### config.mk
export PLATFORM = sky130hd
export DESIGN_NAME = nes_multi_pad_reader
export DESIGN_NICKNAME = d
export VERILOG_FILES = /design/src/rtl/nes_multi_pad_reader.sv
export SDC_FILE = /design/constraint.sdc
export NUM_CORES = 1
export LEC_CHECK = 0
export ABC_CLOCK_PERIOD_IN_PS = 3650
export CAP_MARGIN = 25
export CORE_MARGIN = 5
export CORE_UTILIZATION = 55
export DETAILED_ROUTE_END_ITERATION = 10
export GPL_TIMING_DRIVEN = 0
export PLACE_DENSITY = 0.81
export SKIP_LAST_GASP = 1
export SLEW_MARGIN = 0
export SYNTH_ARGS = -nofsm -noshare
export SYNTH_HDL_FRONTEND = slang
export SYNTH_SLANG_ARGS = --single-unit
export TNS_END_PERCENT = 100
### constraint.sdc
create_clock -name clk_i -period 3.65 [get_ports clk_i]
set_input_delay 0.9125 -clock clk_i [delete_from_list [all_inputs] [get_ports clk_i]]
set_output_delay 0.9125 -clock clk_i [all_outputs]
set_load 0.005 [all_outputs]
### src/rtl/nes_multi_pad_reader.sv
// nes_multi_pad_reader
//   Polls NUM_PADS serial game pads (NES 8-bit or SNES 16-bit) over one shared
//   latch (srl_o) and shift clock (srclk_o), each pad having its own serial
//   data line. A poll starts automatically at every frame-counter wrap while
//   en_i is high. All pads are published together in one cycle, with a valid
//   strobe and per-button press-edge pulses.
//
// Ports
//   clk_i      system clock
//   reset_i    synchronous reset, active low
//   en_i       1 = allow new polls (a poll in progress always completes)
//   sdata_i    per-pad serial data, active low, asynchronous
//   srl_o      shared latch, registered
//   srclk_o    shared shift clock, registered
//   buttons_o  pad p bit i at [p*NUM_BITS+i], 1 = pressed
//              (bit0 A, 1 B, 2 SEL, 3 STRT, 4 UP, 5 DN, 6 L, 7 R)
//   pressed_o  one-cycle pulse per button on its 0->1 transition
//   valid_o    one-cycle pulse in the cycle buttons_o takes a new value
//   busy_o     high while a poll is in progress
//
// state  | meaning
// IDLE   | waiting for frame counter == 0 with en_i high
// LATCH  | srl high for LATCH_CYC cycles
// LOW    | srclk low for CLK_DIV cycles, sample bit on the last cycle
// HIGH   | srclk high for CLK_DIV cycles (absent after the last bit)
// DONE   | one cycle, publish shadow to buttons/pressed/valid

module nes_multi_pad_reader #(
  parameter int NUM_PADS  = 2,
  parameter int NUM_BITS  = 8,
  parameter int LATCH_CYC = 600,
  parameter int CLK_DIV   = 300,
  parameter int POLL_CYC  = 833333
) (
  input  logic                         clk_i,
  input  logic                         reset_i,
  input  logic                         en_i,
  input  logic [NUM_PADS-1:0]          sdata_i,
  output logic                         srl_o,
  output logic                         srclk_o,
  output logic [NUM_PADS*NUM_BITS-1:0] buttons_o,
  output logic [NUM_PADS*NUM_BITS-1:0] pressed_o,
  output logic                         valid_o,
  output logic                         busy_o
);

  localparam int VW      = NUM_PADS * NUM_BITS;
  localparam int TMAX    = (LATCH_CYC > CLK_DIV) ? LATCH_CYC : CLK_DIV;
  localparam int TW      = $clog2(TMAX);
  localparam int BW      = $clog2(NUM_BITS);
  localparam int FW      = $clog2(POLL_CYC);
  localparam int LATENCY = LATCH_CYC + (2 * NUM_BITS - 1) * CLK_DIV + 1;

  // A poll must finish before the next frame wrap, otherwise a start would be missed.
  generate
    if (LATENCY >= POLL_CYC) begin : g_latency_check
      $error("nes_multi_pad_reader: poll latency %0d not below POLL_CYC %0d", LATENCY, POLL_CYC);
    end
  endgenerate

  typedef enum logic [2:0] {
    S_IDLE,
    S_LATCH,
    S_LOW,
    S_HIGH,
    S_DONE
  } state_t;

  state_t                state_q, state_d;
  logic [TW-1:0]         timer_q, timer_d;
  logic [BW-1:0]         bit_q, bit_d;
  logic [VW-1:0]         shadow_q, shadow_d;
  logic [VW-1:0]         shadow_shift;
  logic [FW-1:0]         frame_q;
  logic [NUM_PADS-1:0]   sync1_q, sync2_q;
  logic                  srl_q, srclk_q, busy_q, valid_q;
  logic [VW-1:0]         buttons_q, pressed_q;

  // Bits arrive A first; shifting in at the MSB leaves bit 0 at the LSB
  // once all NUM_BITS samples have been taken.
  generate
    for (genvar gp = 0; gp < NUM_PADS; gp++) begin : g_pad
      assign shadow_shift[gp*NUM_BITS +: NUM_BITS] =
        {~sync2_q[gp], shadow_q[gp*NUM_BITS+1 +: NUM_BITS-1]};
    end
  endgenerate

  always_comb begin
    state_d  = state_q;
    timer_d  = timer_q;
    bit_d    = bit_q;
    shadow_d = shadow_q;
    unique case (state_q)
      S_IDLE: begin
        if (en_i && (frame_q == '0)) begin
          state_d = S_LATCH;
          timer_d = TW'(LATCH_CYC - 1);
        end
      end
      S_LATCH: begin
        if (timer_q == '0) begin
          state_d = S_LOW;
          timer_d = TW'(CLK_DIV - 1);
          bit_d   = '0;
        end else begin
          timer_d = timer_q - 1'b1;
        end
      end
      S_LOW: begin
        if (timer_q == '0) begin
          shadow_d = shadow_shift;
          timer_d  = TW'(CLK_DIV - 1);
          if (bit_q == BW'(NUM_BITS - 1)) state_d = S_DONE;
          else                            state_d = S_HIGH;
        end else begin
          timer_d = timer_q - 1'b1;
        end
      end
      S_HIGH: begin
        if (timer_q == '0) begin
          state_d = S_LOW;
          timer_d = TW'(CLK_DIV - 1);
          bit_d   = bit_q + 1'b1;
        end else begin
          timer_d = timer_q - 1'b1;
        end
      end
      S_DONE: begin
        state_d = S_IDLE;
      end
      default: begin
        state_d = S_IDLE;
      end
    endcase
  end

  always_ff @(posedge clk_i) begin
    if (!reset_i) begin
      state_q   <= S_IDLE;
      timer_q   <= '0;
      bit_q     <= '0;
      shadow_q  <= '0;
      frame_q   <= '0;
      sync1_q   <= '1;
      sync2_q   <= '1;
      srl_q     <= 1'b0;
      srclk_q   <= 1'b0;
      busy_q    <= 1'b0;
      valid_q   <= 1'b0;
      buttons_q <= '0;
      pressed_q <= '0;
    end else begin
      sync1_q  <= sdata_i;
      sync2_q  <= sync1_q;
      frame_q  <= (frame_q == FW'(POLL_CYC - 1)) ? '0 : frame_q + 1'b1;
      state_q  <= state_d;
      timer_q  <= timer_d;
      bit_q    <= bit_d;
      shadow_q <= shadow_d;
      // Outputs decoded from the next state so they line up with the state itself.
      srl_q    <= (state_d == S_LATCH);
      srclk_q  <= (state_d == S_HIGH);
      busy_q   <= (state_d == S_LATCH) || (state_d == S_LOW) || (state_d == S_HIGH);
      valid_q  <= (state_q == S_DONE);
      if (state_q == S_DONE) begin
        buttons_q <= shadow_q;
        pressed_q <= shadow_q & ~buttons_q;
      end else begin
        pressed_q <= '0;
      end
    end
  end

  assign srl_o     = srl_q;
  assign srclk_o   = srclk_q;
  assign busy_o    = busy_q;
  assign valid_o   = valid_q;
  assign buttons_o = buttons_q;
  assign pressed_o = pressed_q;

endmodule

# Word level (Yosys, flattened, before mapping)
# Index checks and enable logic that the tools add are counted.
word_totals:
  output_inout_bits: 36
  romBits: 0
  memories: 0
  in_bits: 5
  elab_cells: 59
  ramBits: 0
  reg_bits: 92
  latchBits: 0
classes:
  div_mod_pow: 0
  reduce_logical: 15
  add_sub_neg: 3
  n_eq_ne: 12
  n_shift: 0
  bitwise_logic: 5
  multipliers: 0
  muxes: 11
  order_cmp: 0
op_table:
  columns: ["cell", "n"]
  rows:
  - ["20-bit by 1-bit adder with 20-bit output, second input constant", 1]
  - ["20-bit equality test, second input constant", 1]
  - ["20-bit zero test", 1]
  - ["10-bit 2-to-1 mux", 2]
  - ["10-bit one-hot mux with 2 select lines", 1]
  - ["3-bit 2-to-1 mux", 6]
  - ["16-bit AND", 1]
  - ["16-bit NOT", 1]
  - ["3-bit by 2-bit equality test with 1-bit output, second input constant", 4]
  - ["10-bit zero test", 1]
  - ["10-bit by 1-bit subtractor with 10-bit output, second input constant", 1]
  - ["3-bit one-hot mux with 3 select lines", 1]
  - ["3-bit by 1-bit equality test with 1-bit output, second input constant", 2]
  - ["3-bit equality test, second input constant", 2]
  - ["2-bit inequality test, second input constant", 3]
  - ["3-bit one-hot mux with 2 select lines", 1]
  - ["2-bit AND reduction", 3]
  - ["2-bit nonzero test", 2]
  - ["2-bit OR reduction", 2]
  - ["3-bit by 1-bit adder with 3-bit output, second input constant", 1]
  - ["3-bit zero test", 1]
  - ["1-bit NOT", 3]
  - ["3-bit AND reduction", 1]
  - ["3-bit OR reduction", 1]
  - ["2 further kinds", 3]

# Logic depth before layout (Yosys ltp)
depth:
  depth_word: 7
  ltp_mapped: 9
  ltp_nobuf: 6

# Worst setup path before layout
# Ideal clock, no wire load.
synth_timing:
  path_kind: "input to register"
  startpoint: "input reset_i"
  endpoint: "register buttons_q[0], in the netlist buttons_o[0]"
  t_arrival_ns: 2.151
  n_path_buf: 2
  cell_stages: 6
  setup_slack_ns: 1.441
  required_time_ns: 3.592
  setup_time_ns: 0.058
  cell_sequence: "clkbuf_1 clkinv_1 a21oi_1 clkbuf_1 nand2_1 nand2_1"
synth_rtl:
  columns: ["item", "line_no", "rtl"]
  rows:
  - ["start, declared", "36", "input logic reset_i,"]
  - ["end signal, assigned", "166", "buttons_q <= shadow_q;"]
  - ["end, declared", "77", "logic [VW-1:0] buttons_q, pressed_q;"]

# Final worst setup path
layout_timing:
  startpoint: "input en_i"
  endpoint: "register timer_q[3]"
layout_between:
  elab_chain_cells: 3
layout_rtl:
  columns: ["item", "line_no", "rtl"]
  rows:
  - ["start, declared", "37", "input logic en_i,"]
  - ["1-bit logical AND", "95", "if (en_i && (frame_q == '0)) begin"]
  - ["2-bit inequality test (no line)", null, null]
  - ["2-bit AND reduction (no line)", null, null]
  - ["end signal, assigned", "157", "timer_q <= timer_d;"]
  - ["end, declared", "70", "logic [TW-1:0] timer_q, timer_d;"]
# Every way passes these cells.
# A chain may end at the register's enable or synchronous reset.

==> results_dict.tcl <==
set metrics [dict create \
    grt_overflow_total 0 \
    path_depth 5 \
    grt_start_max_net_pins 17 \
    finalCriticalPeriod_ns 2.48 \
    utilization 0.677 \
    post_cts_buffers 0 \
    hold_buffers 0 \
    fin_tns_setup_ns 0 \
    clk_path_buf_depth 2 \
    grt_pass1_vias 2875 \
    path_buf_inv 1 \
    ioPinCount 41 \
    hold_class "reg2reg" \
    holdPathStages 1 \
    root_buffer "clkbuf_8" \
    ys_seq_area_frac 0.503 \
    clock_latency_ns 0.36 \
    final-hold-violation-count 0 \
    fillers 536 \
    drv_cap 0 \
    synth.most_common_cell "dfxtp_1" \
    synth_seq_cells 92 \
    crit_fanout 5 \
    power_w 0.00222 \
    synth_edf_count 0 \
    yosys.area.top_type "dfxtp_1" \
    die_area_mm2 0.00840 \
    remaining_drc_errors 0 \
    antenna_found_initial 0 \
    finalCritPeriodShare 0.680 \
    die_w_um 91.6 \
    layout-drive-gt1-share 0.0646 \
    gp_congestion 0.894 \
    antenna_cells 0 \
    swShare 0.308 \
    tightest_slew_ns 0.898 \
    synth_common_cells "92 x dfxtp_1, 66 x nand2_1, 35 x nor2_1, 32 x a21oi_1, 28 x nand3_1" \
    ff2ff_path_depth 7 \
    rsz0062_at_grt "false" \
    ys_types 50 \
    p_leak_nw 1.61 \
    avgSynthCellArea_um2 8.62 \
    cts_buffers 9 \
    seqPwrFrac 0.488 \
    synth_nets 435 \
    arrival_ns 2.69 \
    path_delay_family "simple AND/OR/NAND/NOR gates" \
    antenna_left 0 \
    dpl_worst_slack_ns 0.838 \
    slew_headroom 0.396 \
    via_per_inst 5.63 \
    cts_max_level 3 \
    post_cts_resize_count 0 \
    synth_area_mm2 0.00366 \
    max_stage_delay_ns 0.71 \
    core-area_mm2 0.00642 \
    placed_area_mm2 0.00415 \
    p_switching_w 0.000686 \
    status "completed" \
    grt.total_usage 0.189 \
    grt_pass1_wl_mm 13.1 \
    area_delta_synth_final_pct 18.7 \
    rows 29 \
    setup_ws_ns 1.17 \
    crit_type "in2reg" \
    portBuffers 39 \
    dr.pass1.iters 4 \
    start_util 0.571 \
    end_kind "flop" \
    finalWirelength_mm 7.67 \
    synth.area.top_cells "dfxtp_1 50%, nand2_1 6.8%, a21oi_1 4.4%" \
    critPathLaunchType "input pin" \
    cts.sinks 92 \
    slowest_stage "nor4_1" \
    ys.warnings.count 0 \
    drt_iter0_drc 152 \
    place.detailed.hpwl_mm 5.43 \
    async_flop_share 0 \
    finalMaxSlewViolations 0 \
    skew_ns 0.00875 \
    p_int_w 0.00154 \
    synth_cells 425 \
    path_clk_slew_ns 0.09 \
    yosysTopAreaCellShare 0.503 \
    final_area_mm2 0.00435 \
    nets 485 \
    fmax_mhz 403 \
    setup_viol 0 \
    power.density_mw_per_mm2 511 \
    clkPwrFrac 0.309 \
    cp.required_ns 3.86 \
    wl_per_cell_um 13.8 \
    p_comb_frac 0.203 \
    yosys_most_used_dff "dfxtp_1" \
    peakVddDrop_uv 311 \
    cp_cell_sequence "clkdlybuf4s50_1 -> nor4b_1 -> nand2_1 -> nor4_1 -> o22ai_1" \
    vias 3134 \
    die_h_um 91.6 \
    cts_tree "built" \
]
## power by group through the flow
stage	sequential (W)	combinational [W]	clock (W)
after CTS	0.00108	0.000448	0.000690
after detailed placement	0.00111	0.000444	0
after global placement	0.00110	0.000431	0
after global routing	0.00109	0.000496	0.000742
final	0.00108	0.000451	0.000687
after floorplan	0.00110	0.000345	0
## sequential cells by signal (all words and copies together) (netlist names)
name,count
busy_o,1
srclk_o,1
sync1_q,2
frame_q,20
valid_o,1
sync2_q,2
pressed_o,16
bit_q,3
timer_q,10
shadow_q,16
state_q,3
srl_o,1
buttons_o,16
## layer usage
| metal | global-route usage | vias to the layer above | share of wire |
|---|---|---|---|
| met5 | 0 | - | 0 |
| met4 | 0.0653 | 0 | 0.016 |
| met3 | 0.0491 | 11 | 0.052 |
| met2 | 0.316 | 87 | 0.48 |
| met1 | 0.235 | 1437 | 0.46 |
| li1 | - | 1599 | - |
## logic make-up after synthesis
logic type	count (synthesis)	share of synthesized area
adder cells (fa/ha/maj)	5	0.0171
flip-flops	92	0.503
AO/OA/AOI/OAI	82	0.132
XOR/XNOR	10	0.0239
buffers and inverters	33	0.0399
multiplexers	3	0.00888
AND/OR/NAND/NOR	200	0.276
## worst paths after layout
kind                              start                       to  slack, ns
setup / recovery                   en_i  timer_q[3]$_SDFFE_PN0P_       1.17
setup reg to reg  frame_q[0]$_SDFF_PP0_    frame_q[9]$_SDFF_PP0_       1.22
hold reg to reg   sync1_q[1]$_SDFF_PN1_    sync2_q[1]$_SDFF_PN1_       0.41
hold / removal    sync1_q[1]$_SDFF_PN1_    sync2_q[1]$_SDFF_PN1_       0.41
## worst register-to-register path, cell delays in order (launching register included)
cell and delay (ns):
dfxtp_1 0.35, inv_1 0.07, ha_1 0.13, nor4b_1 0.47
nand2_1 0.29, o21ai_1 0.60, buf_2 0.34, nor2_1 0.07
## cell type report
cell class,count,area (um^2),share of cell area
buffer,22,105,0.0242
clock buffer,9,124,0.0285
clock inverter,7,75.1,0.0173
inverter,11,41.3,0.00949
multi-input combinational,300,1680,0.385
sequential,92,1840,0.423
tap,77,96.3,0.0221
timing repair buffer,39,390,0.0897
## cell usage in the layout (no fill, tap or decap), types with 4 or more instances in the layout
cell             Yosys  layout
a21oi_1             32      32
and2_1               4       4
and3_1               4       4
clkbuf_1            17      17
clkbuf_8             0       9
clkdlybuf4s50_1      0      39
dfxtp_1             92      92
ha_1                 5       5
inv_1               10      10
nand2_1             66      66
nand2b_1             5       5
nand3_1             28      28
nand4_1             11      11
nor2_1              35      35
nor3_1              10      10
nor4_1               9       9
o21a_1               4       4
o21ai_0             16      16
o21ai_1              9       9
or3_1                8       8
or4_1                5       5
xnor2_1              6       6
xor2_1               4       4
## stage by stage
stage / hold WS [ns] / instances
2_1_floorplan: 0.386 / 425
3_3_place_gp: 0.392 / 541
3_5_place_dp: 0.396 / 541
4_1_cts: 0.415 / 557
5_1_grt: 0.430 / 557
6_report: 0.408 / 557
Note: power is estimated with default switching activity, not from simulation.
